`config.mk`:
```
export PLATFORM = sky130hd
export DESIGN_NAME = twos_comp_to_abs_serial
export DESIGN_NICKNAME = d
export VERILOG_FILES = /design/src/rtl/twos_comp_to_abs_serial.sv
export SDC_FILE = /design/constraint.sdc
export NUM_CORES = 1
export LEC_CHECK = 0
export ABC_AREA = 1
export CAP_MARGIN = 20
export CORE_MARGIN = 10
export CORE_UTILIZATION = 53
export CTS_CLUSTER_SIZE = 28
export DETAILED_ROUTE_END_ITERATION = 10
export PLACE_DENSITY = 0.81
export SYNTH_ARGS = -nofsm -noshare
export SYNTH_HDL_FRONTEND = slang
export SYNTH_SLANG_ARGS = --single-unit
```
`constraint.sdc`:
```
create_clock -name clk -period 2 [get_ports clk]
set_input_delay 0.2 -clock clk [delete_from_list [all_inputs] [get_ports clk]]
set_output_delay 0.2 -clock clk [all_outputs]
set_load 0.02 [all_outputs]
```
`src/rtl/twos_comp_to_abs_serial.sv`:
```
// ---------------------------------------------------------------------------
// twos_comp_to_abs_serial
//
// Bit-serial converter from an N-bit two's complement word to sign-magnitude
// form: an unsigned magnitude |x| plus a sign bit. This is the inverse of the
// sign-magnitude -> two's complement path in the datapath. It feeds the
// absolute-value / compare logic, which needs magnitudes.
//
// Algorithm (LSB first): for a negative word, copy bits up to and including
// the first 1. After that, invert the remaining bits. That is -x computed one
// bit per cycle, with no carry chain. A non-negative word passes through
// unchanged.
//
// Only one word is in flight at a time. The flow is:
//   IDLE  -> accept a word
//   SHIFT -> N cycles, one bit per cycle
//   DONE  -> hold the result until it is taken
//
// Ports
//   clk        rising-edge clock
//   rst        synchronous active-high reset
//   in_valid   producer offers a word on 'in'
//   in_ready   block can accept a word (combinational: IDLE and not in reset)
//   in         N-bit two's complement input word
//   out_valid  abs_out / sign_out hold a finished result
//   out_ready  consumer takes the result
//   abs_out    N-bit unsigned magnitude |in|
//   sign_out   1 when the input word was negative
// ---------------------------------------------------------------------------
module twos_comp_to_abs_serial #(
  parameter int N = 5
) (
  input  logic         clk,
  input  logic         rst,
  input  logic         in_valid,
  output logic         in_ready,
  input  logic [N-1:0] in,
  output logic         out_valid,
  input  logic         out_ready,
  output logic [N-1:0] abs_out,
  output logic         sign_out
);

  localparam int CNT_W = (N > 1) ? $clog2(N) : 1;
  localparam logic [CNT_W-1:0] LAST_BIT = CNT_W'(N - 1);

  typedef enum logic [1:0] {
    IDLE  = 2'd0,
    SHIFT = 2'd1,
    DONE  = 2'd2
  } state_t;

  state_t         state;
  logic [N-1:0]   shift_reg;   // remaining input bits; bit 0 is processed next
  logic [CNT_W-1:0] cnt;       // index of the bit being processed
  logic           found_one;   // a 1 has already been copied (negative words)
  logic           res_bit;     // result bit produced this SHIFT cycle

  // Invert a bit only for a negative word, and only after its first 1 has
  // been seen. This is the "copy up to the first 1, then invert" rule.
  // NOTE: every signal written in always_comb gets a value on every path,
  // so no latch is inferred.
  always_comb begin
    res_bit = shift_reg[0];
    if (sign_out && found_one) begin
      res_bit = ~shift_reg[0];
    end
  end

  // Only the acceptance handshake is combinational. It is held low during
  // reset, so a word offered in the reset cycle is not considered taken.
  assign in_ready = (state == IDLE) && !rst;

  // NOTE: all state updates use non-blocking assignments. Every register
  // then samples pre-edge values, whatever order the statements are in.
  always_ff @(posedge clk) begin
    if (rst) begin
      state     <= IDLE;
      shift_reg <= '0;
      cnt       <= '0;
      found_one <= 1'b0;
      out_valid <= 1'b0;
      abs_out   <= '0;
      sign_out  <= 1'b0;
    end else begin
      case (state)
        IDLE: begin
          // 'in' is sampled only here; later changes on 'in' are ignored.
          if (in_valid && in_ready) begin
            shift_reg <= in;
            sign_out  <= in[N-1];
            cnt       <= '0;
            found_one <= 1'b0;
            state     <= SHIFT;
          end
        end

        SHIFT: begin
          // The result enters from the MSB side. After N shifts, the first
          // (LSB) result bit has reached abs_out[0].
          abs_out   <= {res_bit, abs_out[N-1:1]};
          shift_reg <= {1'b0, shift_reg[N-1:1]};
          found_one <= found_one | shift_reg[0];
          cnt       <= cnt + 1'b1;
          if (cnt == LAST_BIT) begin
            out_valid <= 1'b1;
            state     <= DONE;
          end
        end

        DONE: begin
          // The result stays frozen until the consumer takes it. abs_out and
          // sign_out then keep their values until the next capture.
          if (out_ready) begin
            out_valid <= 1'b0;
            state     <= IDLE;
          end
        end

        default: begin
          out_valid <= 1'b0;
          state     <= IDLE;
        end
      endcase
    end
  end

endmodule

```
==> results of run 1 <==
==> logic make-up (layout without fill, tap and decap cells) <==
logic type,Yosys count,after routing,share of synthesized area
AO/OA/AOI/OAI,22,22,0.1243
XOR/XNOR,2,2,0.01978
adder cells (fa/ha/maj),2,2,0.02824
buffers and inverters,19,32,0.1384
flip-flops,18,18,0.4068
AND/OR/NAND/NOR,51,51,0.2825
==> worst paths after layout <==
| path | slack, ns | to | depth (start not counted) | from |
|---|---|---|---|---|
| worst max-delay path | 0.22 | in_ready | 2 | state[0] |
| worst min-delay path | 0.49 | abs_out[0] | 2 | abs_out[0] |
| worst max register to register | 0.64 | found_one | 4 | state[0] |
| worst min register to register | 0.49 | abs_out[0] | 2 | abs_out[0] |
==> layout make-up <==
| type | instances | area [um^2] | share of cell area |
|---|---|---|---|
| clock buffers | 3 | 22.52 | 0.02211 |
| inverters | 12 | 45.04 | 0.04423 |
| well taps | 16 | 20.02 | 0.01966 |
| repair buffers | 17 | 167.7 | 0.1646 |
| flip-flops and latches | 18 | 360.3 | 0.3538 |
| multi-input cells | 77 | 402.9 | 0.3956 |
==> per-layer routing <==
metal,up-vias,GRT usage,share of wire
li1,395,-,-
met1,335,0.1186,0.43
met2,13,0.1892,0.50
met3,2,0.02923,0.062
met4,0,0.03762,0.0081
met5,-,0,0
==> worst max-delay path: stages (launching register included) <==
cell and delay, ns:
dfxtp_1 0.44, nor3_1 0.22, clkdlybuf4s50_1 0.63
==> per-stage QoR <==
stage               total power (W)  area, um^2
floorplan                 0.0005143       885.9
global placement          0.0005452       996.0
detailed placement        0.0005508       996.0
CTS                       0.0007154        1018
global route              0.0007497        1018
finish                    0.0007115        1018
==> cell usage in the layout (no fill, tap or decap), types with 2 or more instances in the layout <==
cell and instances:
a21oi_1 15, clkdlybuf4s50_1 16, xor2_1 2, ha_1 2
nor3_1 2, dfxtp_1 18, nand2_2 4, nand3_1 12
clkbuf_4 3, inv_2 3, inv_1 9, nand2_1 17
o21ai_0 6, nor2_1 12
==> where the power goes <==
group / internal [W] / switching [W]
Combinational: 0.0000643 / 0.0000761
Clock: 0.0000698 / 0.000101
Sequential: 0.000382 / 0.0000186
Total: 0.000516 / 0.000196
==> reports/metrics.cfg, run 1 <==
[status]
status = completed

[drt]
antenna_left = 0
drc = 0
drt_iter0_markers = 18
vias = 745
routed_wl_um = 1720
wl_per_cell_um = 12.03
routed_via_density = 5.210
drt_first_pass_iters = 4

[placed_design]
gp_congestion = 0.7404
dp_slack_ns = 0.3958
place_inst = 140
hpwl_um = 1326
io_buffers = 16

[logic_synthesis]
async_flop_share = 0
synth_most_common_cell = dfxtp_1
synth_seq_cells = 18
synth_edf_count = 0
synth_top_cell_by_area = dfxtp_1
syn_inst = 114
yosysWarnings = 0
syn-num-nets = 125
synthesis.area_um2 = 885.9
yosysUniqueCellTypes = 21
synth_flop_cell = dfxtp_1
ys_seq_area_frac = 0.4068
synth_top_area_share = 0.4068
ys_top_cells_by_count = dfxtp_1 (18), nand2_1 (17), a21oi_1 (15)
syn_area_per_cell_um2 = 7.771
synthTopCellsByArea = dfxtp_1 (41%), a21oi_1 (8.5%), nand2_1 (7.2%)

[grt]
overflow = 0
grt_pass1_wl_um = 3160
grtUsageTotal = 0.1068
antenna_found_initial = 0
grt_pass1_vias = 734
grt_start_max_net_pins = 22

[final_layout]
layout-drive-gt1-share = 0.1102
final_util = 0.6607
synthToLayoutAreaGrowth_pct = 14.97
fin_cells = 143
nFillCells = 130
diodes = 0
nNetsFinal = 140

[setup_path]
cp.required_ns = 1.80
critPathCaptureType = output pin
worstSetupPathType = flip-flop to output pin
critPathMaxFanout = 8
critPathLaunchType = flip-flop
arrival_ns = 1.58

[clock_network]
clk_path_buf_depth = 2
cts.sinks = 18
postCtsHoldBufs = 0
cts-htree-levels = 1
clkLatencyLatePin_ns = 0.28
cts_root_buffer = clkbuf_4
cts_resized = 0
post_cts.repair.setup_buffers = 0
cts_tree = done
path_clk_slew_ns = 0.09
cts_buffers = 3

[sta]
slew_viol_final = 0
setup_tns_ns = 0
fin_crit_sh = 0.8879
fmaxAchievable_mhz = 563.1
finalSetupViolCount = 0
hold_viol = 0
setup_ws_ns = 0.2241
holdWs_ns = 0.4912
tightest_slew_ns = 0.3993
rsz0062_at_grt = no
fin_skew_ns = 0.003564
slew_headroom = 0.7334
fin_crit_ns = 1.776

[floorplan]
die_width_um = 60.88
ioPinCount = 17
initial_utilization = 0.5747
die_h_um = 60.88
core.rowCount = 14
core_mm2 = 0.001541
dieArea_mm2 = 0.003706

[power]
vdd_drop_max_mv = 0.5418
power_density_mw_per_mm2 = 698.5
p_leak_nw = 0.4308

[worst_hold_path]
hp-class = flip-flop to flip-flop

[flow_run]
max_cap_violations = 0

Note: power is estimated with default switching activity, not from simulation.
==> run 2, diff against run 1 <==
Settings changed: CORE_MARGIN 10 to default, SLEW_MARGIN from default to 15.
==> run 2 against run 1 <==
Sequential cell count stayed put; global-route usage is 8.2 points higher; register-to-register slack hardly changed; hold slack better by 0.0036 ns; via count is 0.81% lower; first-iteration DRC count is 50% lower; setup slack worse by 0.011 ns; design area is 1.4% higher; largest power group unchanged; sequential share of layout area is 0.47 points lower; routed wire length is 9.7% lower.
==> reports/metrics.cfg, run 2 (synthesis results as in run 1) <==
[status]
status = completed

[setup_path]
worstSetupPathType = flip-flop to output pin
critPathCaptureType = output pin
worst-path-buf-inv = 1
max_stage_delay_ns = 0.63
cp.required_ns = 1.80
worstReg2RegStart = state[0]
reg2reg_depth = 4
regToRegEndpoint = found_one
critical_path.top_delay_family = buffers and inverters
path_cells = nor3_1 -> clkdlybuf4s50_1
arrival_ns = 1.59
ff2ff_setup_slack_ns = 0.64
slowest_stage = clkdlybuf4s50_1
critPathLaunchType = flip-flop
critPathMaxFanout = 8

[sta]
fin_crit_sh = 0.8934
fmaxAchievable_mhz = 559.6
setup_ws_ns = 0.2132
slew_headroom = 0.7274
rsz0062_at_grt = no
tightest_slew_ns = 0.4083
fin_crit_ns = 1.787
holdWs_ns = 0.4948
fin_skew_ns = 0.004788
slew_viol_final = 0
finalSetupViolCount = 0
hold_viol = 0
setup_tns_ns = 0

[clock_network]
cts_buffers = 3
cts-htree-levels = 1
postCtsHoldBufs = 0
clk_path_buf_depth = 2
cts_root_buffer = clkbuf_4
cts_tree = done
cts_resized = 0
post_cts.repair.setup_buffers = 0
clkLatencyLatePin_ns = 0.29
cts.sinks = 18
path_clk_slew_ns = 0.11

[drt]
drt_first_pass_iters = 4
drt_iter0_markers = 9
routed_wl_um = 1553
drc = 0
routed_via_density = 5.132
vias = 739
wl_per_cell_um = 10.78
antenna_left = 0

[floorplan]
core_mm2 = 0.001541
dieArea_mm2 = 0.001839
die_h_um = 42.88
die_width_um = 42.88
core.rowCount = 14
initial_utilization = 0.5747
ioPinCount = 17

[final_layout]
final_cell_mix = dfxtp_1 (18), nand2_1 (17), clkdlybuf4s50_1 (16), a21oi_1 (15)
mostFrequentLayoutCell = dfxtp_1
nNetsFinal = 140
diodes = 0
synthToLayoutAreaGrowth_pct = 16.53
layout-drive-gt1-share = 0.1172

[worst_hold_path]
hp-class = flip-flop to flip-flop
worstHoldPathCells = 2
hold_path_end = shift_reg[4]
min_from = shift_reg[4]

[placed_design]
dp_slack_ns = 0.4012
hpwl_um = 1123
io_buffers = 16
gp_congestion = 0.7723

[grt]
grt_pass1_wl_um = 2691
grt_pass1_vias = 698
grt_start_max_net_pins = 22
grtUsageTotal = 0.1885
antenna_found_initial = 0
overflow = 0

[power]
sw_frac_of_total = 0.2692
vdd_drop_max_mv = 0.6647
p_int_w = 0.0005568
p_leak_nw = 0.4380
p_switching_w = 0.0002051
pwr-share-comb = 0.183
pwr-share-seq = 0.526
power_density_mw_per_mm2 = 738.0
p_clk_frac = 0.291

[flow_run]
max_cap_violations = 0

[run 2: worst max-delay path by stage]
stage	cells past startpoint	slack, ns	start	end
global route	2	0.13	state[0]	in_ready
floorplan	2	0.87	state[0]	in_ready
finish	2	0.21	state[0]	in_ready
detailed placement	3	0.40	rst	in_ready
global placement	3	0.41	rst	in_ready
CTS	2	0.21	state[0]	in_ready
[run 2: area by class of cell]
cell class	instances	area, um^2
fill	138	509.2
multi-input combinational	77	402.9
sequential	18	360.3
timing repair buffer	17	167.7
inverter	12	45.04
clock buffer	4	36.28
tap	16	20.02
[run 2: power groups by stage]
stage	Combinational, W	Clock (W)	Sequential, W
after floorplan	0.000101	0	0.000413
after global placement	0.000137	0	0.000407
after detailed placement	0.000140	0	0.000409
after CTS	0.000141	0.000222	0.000401
after global routing	0.000158	0.000239	0.000404
final	0.000139	0.000222	0.000401
[run 2: worst reg2reg max path, delay by kind of cell (launching register included)]
kind	cells	cell delay (ns)
flops	1	0.58
compound gates	2	0.25
simple gates	1	0.23
buf+inv	1	0.24
[run 2: through the flow]
step | std cells | util | total power [W] | instance area (um^2)
after floorplan | 114 | - | 0.0005143 | 885.9
after global placement | 140 | 0.6461 | 0.0005439 | 996.0
after detailed placement | 140 | 0.6461 | 0.0005488 | 996.0
after CTS | 144 | 0.6696 | 0.0007641 | 1032
after global routing | 144 | 0.6696 | 0.0008018 | 1032
final | 144 | 0.6696 | 0.0007618 | 1032
[run 2: routing by layer]
layer / vias to the layer above / track usage / part of all wire
met5: - / 0 / 0
met4: 0 / 0.05625 / 0.0084
met3: 4 / 0.01702 / 0.028
met2: 11 / 0.3515 / 0.47
met1: 331 / 0.2240 / 0.49
li1: 393 / - / -
